[src/rtl/mpmc11_cmd_fsm.sv]
// mpmc11 command sequencer: walks one port request strip by strip onto the DDR UI.
// Optional stall watchdog is compiled in with MPMC11_CMD_TIMEOUT_EN.
package mpmc11_pkg;
  typedef enum logic [2:0] {
    IDLE,
    PRESET,
    WRITE_DATA0,
    WRITE_DATA1,
    READ_DATA0,
    READ_DATA1,
    WAIT_NACK
  } mpmc11_state_t;
endpackage

module mpmc11_cmd_fsm
  import mpmc11_pkg::*;
#(
  parameter int STRIP_W   = 6,
  parameter int TO_CYCLES = 1023
) (
  input  logic               clk,
  input  logic               rstn,
  input  logic               calib_done,
  input  logic               req,
  input  logic               req_we,
  input  logic [STRIP_W-1:0] req_strips,
  input  logic               app_rdy,
  input  logic               app_wdf_rdy,
  input  logic               app_rd_data_valid,
  output logic               app_en,
  output logic [2:0]         app_cmd,
  output logic               app_wdf_wren,
  output logic               app_wdf_end,
  output mpmc11_state_t      state,
  output logic [STRIP_W-1:0] cmd_strip,
  output logic [STRIP_W-1:0] resp_strip,
  output logic               ack,
  output logic               timeout
);

  mpmc11_state_t state_q, state_d;
  logic we_q, we_d;
  logic [STRIP_W-1:0] n_q, n_d;
  logic [STRIP_W-1:0] cmd_q, cmd_d;
  logic [STRIP_W-1:0] resp_q, resp_d;
  logic rd_st;

  assign rd_st = (state_q == READ_DATA0) || (state_q == READ_DATA1);

  assign app_en       = (state_q == WRITE_DATA1) || (state_q == READ_DATA0);
  assign app_cmd      = (state_q == READ_DATA0) ? 3'b001 : 3'b000;
  assign app_wdf_wren = (state_q == WRITE_DATA0);
  assign app_wdf_end  = app_wdf_wren;
  assign state        = state_q;
  assign cmd_strip    = cmd_q;
  assign resp_strip   = resp_q;
  assign ack          = (state_q == WAIT_NACK);

`ifdef MPMC11_CMD_TIMEOUT_EN
  localparam int TW = $clog2(TO_CYCLES + 1);
  logic [TW-1:0] wd_q, wd_d;
  logic to_q, to_d;
  logic hs;

  assign hs = (app_en && app_rdy) || (app_wdf_wren && app_wdf_rdy)
            || app_rd_data_valid;
  assign timeout = to_q;
`else
  assign timeout = 1'b0;
`endif

  always_comb begin
    state_d = state_q;
    we_d    = we_q;
    n_d     = n_q;
    cmd_d   = cmd_q;
    resp_d  = resp_q;
`ifdef MPMC11_CMD_TIMEOUT_EN
    wd_d    = wd_q + TW'(1);
    to_d    = 1'b0;
`endif
    unique case (state_q)
      IDLE: begin
        if (calib_done && req) begin
          we_d    = req_we;
          n_d     = req_strips;
          state_d = PRESET;
        end
      end
      PRESET: begin
        cmd_d   = '0;
        resp_d  = '0;
        state_d = we_q ? WRITE_DATA0 : READ_DATA0;
      end
      WRITE_DATA0: if (app_wdf_rdy) state_d = WRITE_DATA1;
      WRITE_DATA1: begin
        if (app_rdy) begin
          if (cmd_q == n_q) begin
            state_d = WAIT_NACK;
          end else begin
            cmd_d   = cmd_q + STRIP_W'(1);
            state_d = WRITE_DATA0;
          end
        end
      end
      READ_DATA0: begin
        if (app_rdy) begin
          if (cmd_q == n_q) state_d = READ_DATA1;
          else cmd_d = cmd_q + STRIP_W'(1);
        end
      end
      READ_DATA1: ;
      WAIT_NACK: if (!req) state_d = IDLE;
      default: state_d = IDLE;
    endcase
    // Final read strip wins over any command progress in the same cycle.
    if (rd_st && app_rd_data_valid) begin
      resp_d = resp_q + STRIP_W'(1);
      if (resp_q == n_q) state_d = WAIT_NACK;
    end
`ifdef MPMC11_CMD_TIMEOUT_EN
    if (state_q == IDLE || state_q == WAIT_NACK || hs) begin
      wd_d = '0;
    end else if (wd_q == TW'(TO_CYCLES - 1)) begin
      wd_d    = '0;
      to_d    = 1'b1;
      state_d = IDLE;
    end
`endif
    if (state_d == IDLE) begin
      cmd_d  = '0;
      resp_d = '0;
    end
  end

  always_ff @(posedge clk or negedge rstn) begin
    if (!rstn) begin
      state_q <= IDLE;
      we_q    <= 1'b0;
      n_q     <= '0;
      cmd_q   <= '0;
      resp_q  <= '0;
    end else begin
      state_q <= state_d;
      we_q    <= we_d;
      n_q     <= n_d;
      cmd_q   <= cmd_d;
      resp_q  <= resp_d;
    end
  end

`ifdef MPMC11_CMD_TIMEOUT_EN
  always_ff @(posedge clk or negedge rstn) begin
    if (!rstn) begin
      wd_q <= '0;
      to_q <= 1'b0;
    end else begin
      wd_q <= wd_d;
      to_q <= to_d;
    end
  end
`endif

endmodule

[config.mk]
export PLATFORM = sky130hd
export DESIGN_NAME = mpmc11_cmd_fsm
export DESIGN_NICKNAME = d
export VERILOG_FILES = /design/src/rtl/mpmc11_cmd_fsm.sv
export SDC_FILE = /design/constraint.sdc
export NUM_CORES = 1
export LEC_CHECK = 0
export CAP_MARGIN = 20
export CORE_UTILIZATION = 30
export CTS_CLUSTER_SIZE = 28
export DETAILED_ROUTE_END_ITERATION = 10
export PLACE_DENSITY = 0.54
export SYNTH_ARGS = -nofsm -noshare
export SYNTH_HDL_FRONTEND = slang
export SYNTH_SLANG_ARGS = --single-unit
[constraint.sdc]
create_clock -name clk -period 2.25 [get_ports clk]
set_input_delay 0.45 -clock clk [delete_from_list [all_inputs] [get_ports clk]]
set_output_delay 0.45 -clock clk [all_outputs]
set_load 0.02 [all_outputs]
Yosys cells after proc, flatten, opt, wreduce, memory -nomap -nowiden
Cells that the tools add are included.

$add $sub $neg: 2. Equal/unequal tests: 10. Muxes and demuxes: 19. Reductions and logical operators: 11.

Operator list (number): $mux 6 (6); $mux 3 (10); $pmux 3 s7 (1); $add 6x1->6 const B (2); $eq 6x6->1 (2); $pmux 6 s2 (1); $eq 3x3->1 const B (3); $eq 3x2->1 const B (2); $logic_not 3->1 (2); $reduce_bool 3->1 (2); $eq 3x1->1 const B (1); $ne 3x1->1 const B (1); $ne 3x2->1 const B (1); $reduce_and 3->1 (1); $logic_and 1x1->1 (2); $logic_or 1x1->1 (2); $reduce_and 2->1 (1); $reduce_or 2->1 (1); $mux 1 (1).

Register bits after elaboration: 22. Input port bits: 14. Output and inout bits: 23. Logic and storage cells: 47.

Depth between registers and ports, before layout
Gate-level depths: netlist of run 1.

Word-level depth: 9. Mapped depth: 7. Depth with buffers taken out: 5.

Least setup slack after synthesis of run 1
OpenSTA, ideal clock, no wires.

Path type: register to register. Start point: register state_q[1], in the netlist state[1]. End point: register cmd_q[5], in the netlist cmd_strip[5]. Library setup time: 0.094 ns. Arrival: 1.976 ns. Required time: 2.156 ns. Path slack: 0.180 ns. Stages on the path, launching flop included: 7. Buffers on the path: 1. Period minus slack after synthesis: 2.070 ns. Cell sequence: dfrtp_1 > buf_4 > or3b_4 > a21boi_4 > o21ai_2 > or4_1 > a211oi_1.

Longest elaborated chain between the ends: 8. Elaborated cells on any way between the ends: 26. Classes of those cells: eq/ne (8); mux (11); reduce/logical (7).

RTL lines: from (decl) (line 41) `mpmc11_state_t state_q, state_d;`; from (signal assigned) (line 144) `state_q <= state_d;`; $mux 3 (line 108) `if (cmd_q == n_q) state_d = READ_DATA1;`; $mux 3 (line 107) `if (app_rdy) begin`; $pmux 3 s7 (line 82) `unique case (state_q)`; $mux 3 (line 119) `if (resp_q == n_q) state_d = WAIT_NACK;`; $mux 3 (line 117) `if (rd_st && app_rd_data_valid) begin`; $logic_not 3->1 (line 130) `if (state_d == IDLE) begin`; $ne 3x2->1 (no source line), or another cell as far along; $reduce_and 3->1 (no source line); to (signal assigned) (line 147) `cmd_q <= cmd_d;`; to (decl) (line 44) `logic [STRIP_W-1:0] cmd_q, cmd_d;`.

Parallel ways exist; a longest one is shown, timed or not. A chain may end at the register's enable or synchronous reset.

Worst setup path in the final report of run 1
Start point: register state_q[1], in the netlist state[1]. End point: output port app_en.

Longest elaborated chain between the ends: 2. Elaborated cells on any way between the ends: 3. Classes of those cells: eq/ne (2); reduce/logical (1).

RTL lines: $eq 3x2->1 / $eq 3x3->1 (equally long branches) (line 50) `assign app_en = (state_q == WRITE_DATA1) || (state_q == READ_DATA0);`; $logic_or 1x1->1 (*) (line 50); to (decl) (line 30) `output logic app_en,`.

Every way passes the cells marked *; elsewhere a longest branch is shown, timed or not.

==> results.toml, run 1 <==
[clock_network]
numCtsBuffers = 3
cts_tree = "yes"
cts.sinks = 22
cts_max_level = 1
cts.clk_slew.worst_paths_ns = 0.08
clk_latency_ns = 0.26
clk_path_buf_depth = 2
cts-root-buf = "clkbuf_8"

[route]
drt_iter0_markers = 53
wire_per_inst_um = 14.82
finalWirelength_mm = 3.423
first_pass_iters = 4
ant_nets = 0
vias_per_cell = 5.208
vias = 1203
drc = 0

[final_layout]
fin_nets = 197
drive_above_1_share_pct = 15.08
area.growth.synth_to_final_pct = 33.76
stdcell_area_um2 = 1814
antenna_cells = 0
final_cell_mix = "clkdlybuf4s50_1 (28), dfrtp_1 (22), xnor2_1 (12)"
nFillCells = 418
mostFrequentLayoutCell = "clkdlybuf4s50_1"
stdcell_count = 231

[synthesis]
yosysWarnings = 0
postSynthAreaPerCell_um2 = 9.688
ys_seq_area_share_pct = 40.59
synth_seq_cells = 22
synth-edff-count = 0
syn_inst = 140
netlist_area_um2 = 1356
ys.flop_type = "dfrtp_1"
synth_cell_types = 38
async_reset_ff_share_pct = 100.0

[sta]
setup_viol = 0
skew_ns = 0.001595
min_period_ns = 2.039
grt_setup_unrepaired = "false"
fin_ws_ns = 0.2109
timing.setup.tns_ns = 0
period_share_pct = 90.63
hold_violations = 0
fmax_mhz = 490.4
final_max_slew_viol_count = 0

[placed_design]
place_area_um2 = 1768
gp_congestion = 0.8426
hpwl_mm = 2.645
portBuffers = 33
dp_slack_ns = 0.04149
post-place-cells = 228

[floorplanning]
rows = 24
initial_utilization_pct = 31.15
die_h_um = 69.24
fp.coreArea_um2 = 4354
ios = 37
fp.dieW_um = 69.24
dieArea_um2 = 4794

[global_route]
grtUsageTotal_pct = 14.87
grt_pass1_wl_mm = 5.761
grt_max_degree = 23
grt_pass1_vias = 1157
antenna_found_initial = 0
grt_overflow = 0

[worst_hold_path]
hold_class = "in -> async"

[flow_run]
drv_cap = 0

[status]
outcome = "complete, no violations"

[worst_setup_path]
worstPathRequired_ns = 1.80
r2r-end = "cmd_strip[5]"
start_kind = "flop"
critPathCaptureType = "output port"
rrSetupSlack_ns = 0.25
crit_fanout = 6
arrival_ns = 1.59
path_class = "reg -> out"
r2r-start = "state[1]"
reg2reg_depth = 5

[power_and_ir_drop]
p_total_uw = 1826
peakVddDrop_uv = 332.0
powerDensity_nw_per_um2 = 1006
power_leakage_uw = 0.0007779
-- what timing repair did --
item	CTS	global route
pin swaps	0	0
buffers inserted	0	0
setup endpoints to repair	2	3
hold buffers	0	0
gates resized for setup	2	3
-- area by class of cell --
| type | count | area (um2) | area share, % |
|---|---|---|---|
| Timing Repair Buffer | 42 | 402.9 | 22.21 |
| Inverter | 6 | 22.52 | 1.241 |
| Tap cell | 52 | 65.06 | 3.586 |
| Multi-Input combinational cell | 106 | 732.0 | 40.34 |
| Sequential cell | 22 | 550.5 | 30.34 |
| Clock buffer | 3 | 41.29 | 2.276 |
-- sequential cells by signal, indices dropped and copies added, names as in the netlist --
register / cells
state: 3
we_q: 1
cmd_strip: 6
n_q: 6
resp_strip: 6
-- worst max path at each step --
| stage | startpoint | cells past startpoint | slack (ns) | end |
|---|---|---|---|---|
| after floorplan | state[1] | 6 | 0.18 | cmd_strip[5] |
| after global placement | app_rd_data_valid | 6 | 0.13 | cmd_strip[2] |
| after detailed placement | app_rd_data_valid | 6 | 0.04 | cmd_strip[2] |
| after CTS | state[2] | 4 | 0.02 | ack |
| after global routing | state[2] | 6 | 0.13 | cmd_strip[5] |
| final | state[1] | 3 | 0.21 | app_en |
-- worst max-delay path, stage by stage, from the launching register on --
cell and delay [ns]:
dfrtp_1 0.45, or3b_4 0.43, nand2_1 0.11, dlygate4sd2_1 0.34
-- cell usage after synthesis (3+ instances only) --
| cell type | instances | area [um2] |
|---|---|---|
| buf_4 | 5 | 37.54 |
| o211ai_1 | 4 | 30.03 |
| a21oi_1 | 7 | 35.03 |
| mux2_2 | 7 | 78.83 |
| nand4_1 | 6 | 37.54 |
| nand3_1 | 10 | 50.05 |
| a211oi_1 | 3 | 22.52 |
| or3_1 | 3 | 18.77 |
| inv_1 | 6 | 22.52 |
| a31oi_1 | 3 | 18.77 |
| dfrtp_1 | 22 | 550.5 |
| xnor2_1 | 12 | 105.1 |
| nor2_1 | 11 | 41.29 |
| nand2_1 | 8 | 30.03 |
| nor3_1 | 3 | 15.01 |
-- where the power goes --
part           internal [uW]  switching [uW]
clock network            119             122
logic                    446             485
registers                506             147
-- stage by stage --
| step | hold slack, ns | util, % |
|---|---|---|
| after global routing | 0.5784 | 41.67 |
| final | 0.5409 | 41.67 |
| after global placement | 0.5328 | 40.60 |
| after CTS | 0.5542 | 41.49 |
| after detailed placement | 0.5373 | 40.60 |
| after floorplan | 0.1544 | - |
-- routing by layer --
layer / part of all wire, % / GRT usage (%)
met5: 0 / 0
met4: 1.2 / 5.215
met3: 3.8 / 1.890
met2: 47 / 24.92
met1: 48 / 19.67
-- logic make-up (layout without fill, tap and decap cells) --
logic type / count (synthesis) / count (layout) / synth area share [%]
compound gates: 27 / 27 / 14.21
buf+inv: 14 / 51 / 5.996
mux: 9 / 9 / 7.288
flops: 22 / 22 / 40.59
simple gates: 52 / 52 / 21.40
other cells: 1 / 3 / 0.2765
fa+ha+maj: 2 / 2 / 1.845
xor+xnor: 13 / 13 / 8.395
No activity file was read; power rests on OpenSTA's default activity.
==> run 2: changes to the inputs <==
--- a/config.mk
+++ b/config.mk
@@ -6,10 +6,13 @@
 export NUM_CORES = 1
 export LEC_CHECK = 0
 export CAP_MARGIN = 20
+export CORE_ASPECT_RATIO = 1.1
 export CORE_UTILIZATION = 30
+export CTS_CLUSTER_DIAMETER = 60
 export CTS_CLUSTER_SIZE = 28
 export DETAILED_ROUTE_END_ITERATION = 10
 export PLACE_DENSITY = 0.54
+export SKIP_CTS_REPAIR_TIMING = 1
 export SYNTH_ARGS = -nofsm -noshare
 export SYNTH_HDL_FRONTEND = slang
 export SYNTH_SLANG_ARGS = --single-unit
==> run 2 against run 1 <==
  * Register-to-register slack is essentially flat
  * Critical path depth grew 2
  * Sequential power is essentially flat
  * Non-clock buffer count is the same
  * First-iteration DRC count shrank 26%
==> results.toml, run 2 (same netlist as run 1, synthesis figures left out) <==
[route]
finalWirelength_mm = 3.321
drc = 0
ant_nets = 0
first_pass_iters = 4
vias_per_cell = 5.060
drt_iter0_markers = 39
wire_per_inst_um = 14.19
vias = 1184

[final_layout]
drive_above_1_share_pct = 15.56
antenna_cells = 0
fin_nets = 197
area.growth.synth_to_final_pct = 35.52
nFillCells = 426
final_cell_mix = "clkdlybuf4s50_1 (28), dfrtp_1 (22), xnor2_1 (12)"
mostFrequentLayoutCell = "clkdlybuf4s50_1"

[global_route]
antenna_found_initial = 0
grt_max_degree = 23
grt_overflow = 0
grt_pass1_wl_mm = 5.658
grt_use_met3_pct = 1.258
gr-usage-met2_pct = 26.19
grt_busiest_layer = "met2"
met1_usage_pct = 19.90
grtUsageTotal_pct = 15.41
grt_pass1_vias = 1165

[sta]
fmax_mhz = 497.9
skew_ns = 0.001611
fin_ws_ns = 0.2414
hold_violations = 0
min_period_ns = 2.009
grt_setup_unrepaired = "false"
final_max_slew_viol_count = 0
timing.setup.tns_ns = 0
setup_viol = 0
period_share_pct = 89.27

[clock_network]
cts_max_level = 1
numCtsBuffers = 3
clk_latency_ns = 0.26
cts-root-buf = "clkbuf_8"
cts.clk_slew.worst_paths_ns = 0.08
cts.sinks = 22
cts_tree = "yes"
clk_path_buf_depth = 2

[floorplanning]
ios = 37
initial_utilization_pct = 31.42
fp.dieW_um = 66.11
dieArea_um2 = 4794
rows = 25
die_h_um = 72.52
fp.coreArea_um2 = 4317

[status]
outcome = "complete, no violations"

[worst_setup_path]
worstPathRequired_ns = 2.42
path_class = "reg -> reg"
start_kind = "flop"
crit_fanout = 8
arrival_ns = 2.18
critPathCaptureType = "flop"

[power_and_ir_drop]
powerDensity_nw_per_um2 = 1018
clockPowerShare_pct = 15.6
power_leakage_uw = 0.0008077
seqPwrFrac_pct = 35.0
p_sw_share_pct = 40.25
p_comb_share_pct = 49.4
peakVddDrop_uv = 365.1
p_int_uw = 1118
power.net_switching_uw = 752.8

[placed_design]
dp_slack_ns = -0.0006479
hpwl_mm = 2.556
gp_congestion = 0.8121
portBuffers = 33

[flow_run]
drv_cap = 0

[worst_hold_path]
hold_class = "in -> async"
## run 2: final timing paths
| check | from | to | slack (ns) | cells after the start |
|---|---|---|---|---|
| max | state[1] | cmd_strip[5] | 0.24 | 5 |
| min | rstn | state[0] | 0.54 | 2 |
| max reg2reg | state[1] | cmd_strip[5] | 0.24 | 5 |
| min reg2reg | we_q | we_q | 0.55 | 1 |
| max in group asynchronous | rstn | n_q[5] | 1.48 | 2 |
| min in group clk | we_q | we_q | 0.55 | 1 |
## run 2: metal layers
metal / vias up / wire [um]
met2: 35 / 1625
li1: 578 / -
met4: 0 / 55
met5: - / 0
met1: 567 / 1529
met3: 4 / 110
## run 2: cell type report
class	instances	area, um2	share of cell area, %
clock buffers	4	55.05	2.995
flip-flops and latches	22	550.5	29.95
repair buffers	42	410.4	22.33
well taps	54	67.56	3.676
multi-input cells	106	732.0	39.82
inverters	6	22.52	1.225
## run 2: stage by stage
step | cells | instance area, um2 | hold WS (ns) | power [uW] | utilization (%)
2_1_floorplan | 142 | 1364 | 0.1544 | 1264 | -
3_3_place_gp | 230 | 1770 | 0.5376 | 1602 | 41.01
3_5_place_dp | 230 | 1770 | 0.5381 | 1605 | 41.01
4_1_cts | 234 | 1826 | 0.5570 | 1897 | 42.29
5_1_grt | 234 | 1838 | 0.5726 | 2011 | 42.58
6_report | 234 | 1838 | 0.5395 | 1870 | 42.58
## run 2: power by group through the flow
stage	clock, uW	combinational, uW	sequential [uW]
6_report	292	924	655
5_1_grt	316	1020	679
4_1_cts	295	941	661
3_5_place_dp	0	937	668
3_3_place_gp	0	935	666
2_1_floorplan	0	589	676
## run 2: critical path, cell delays in order (launching register included)
cell and delay [ns]:
dfrtp_1 0.46, or3b_4 0.43, a21boi_4 0.20, o21ai_2 0.09
or4_1 0.46, a211oi_1 0.27
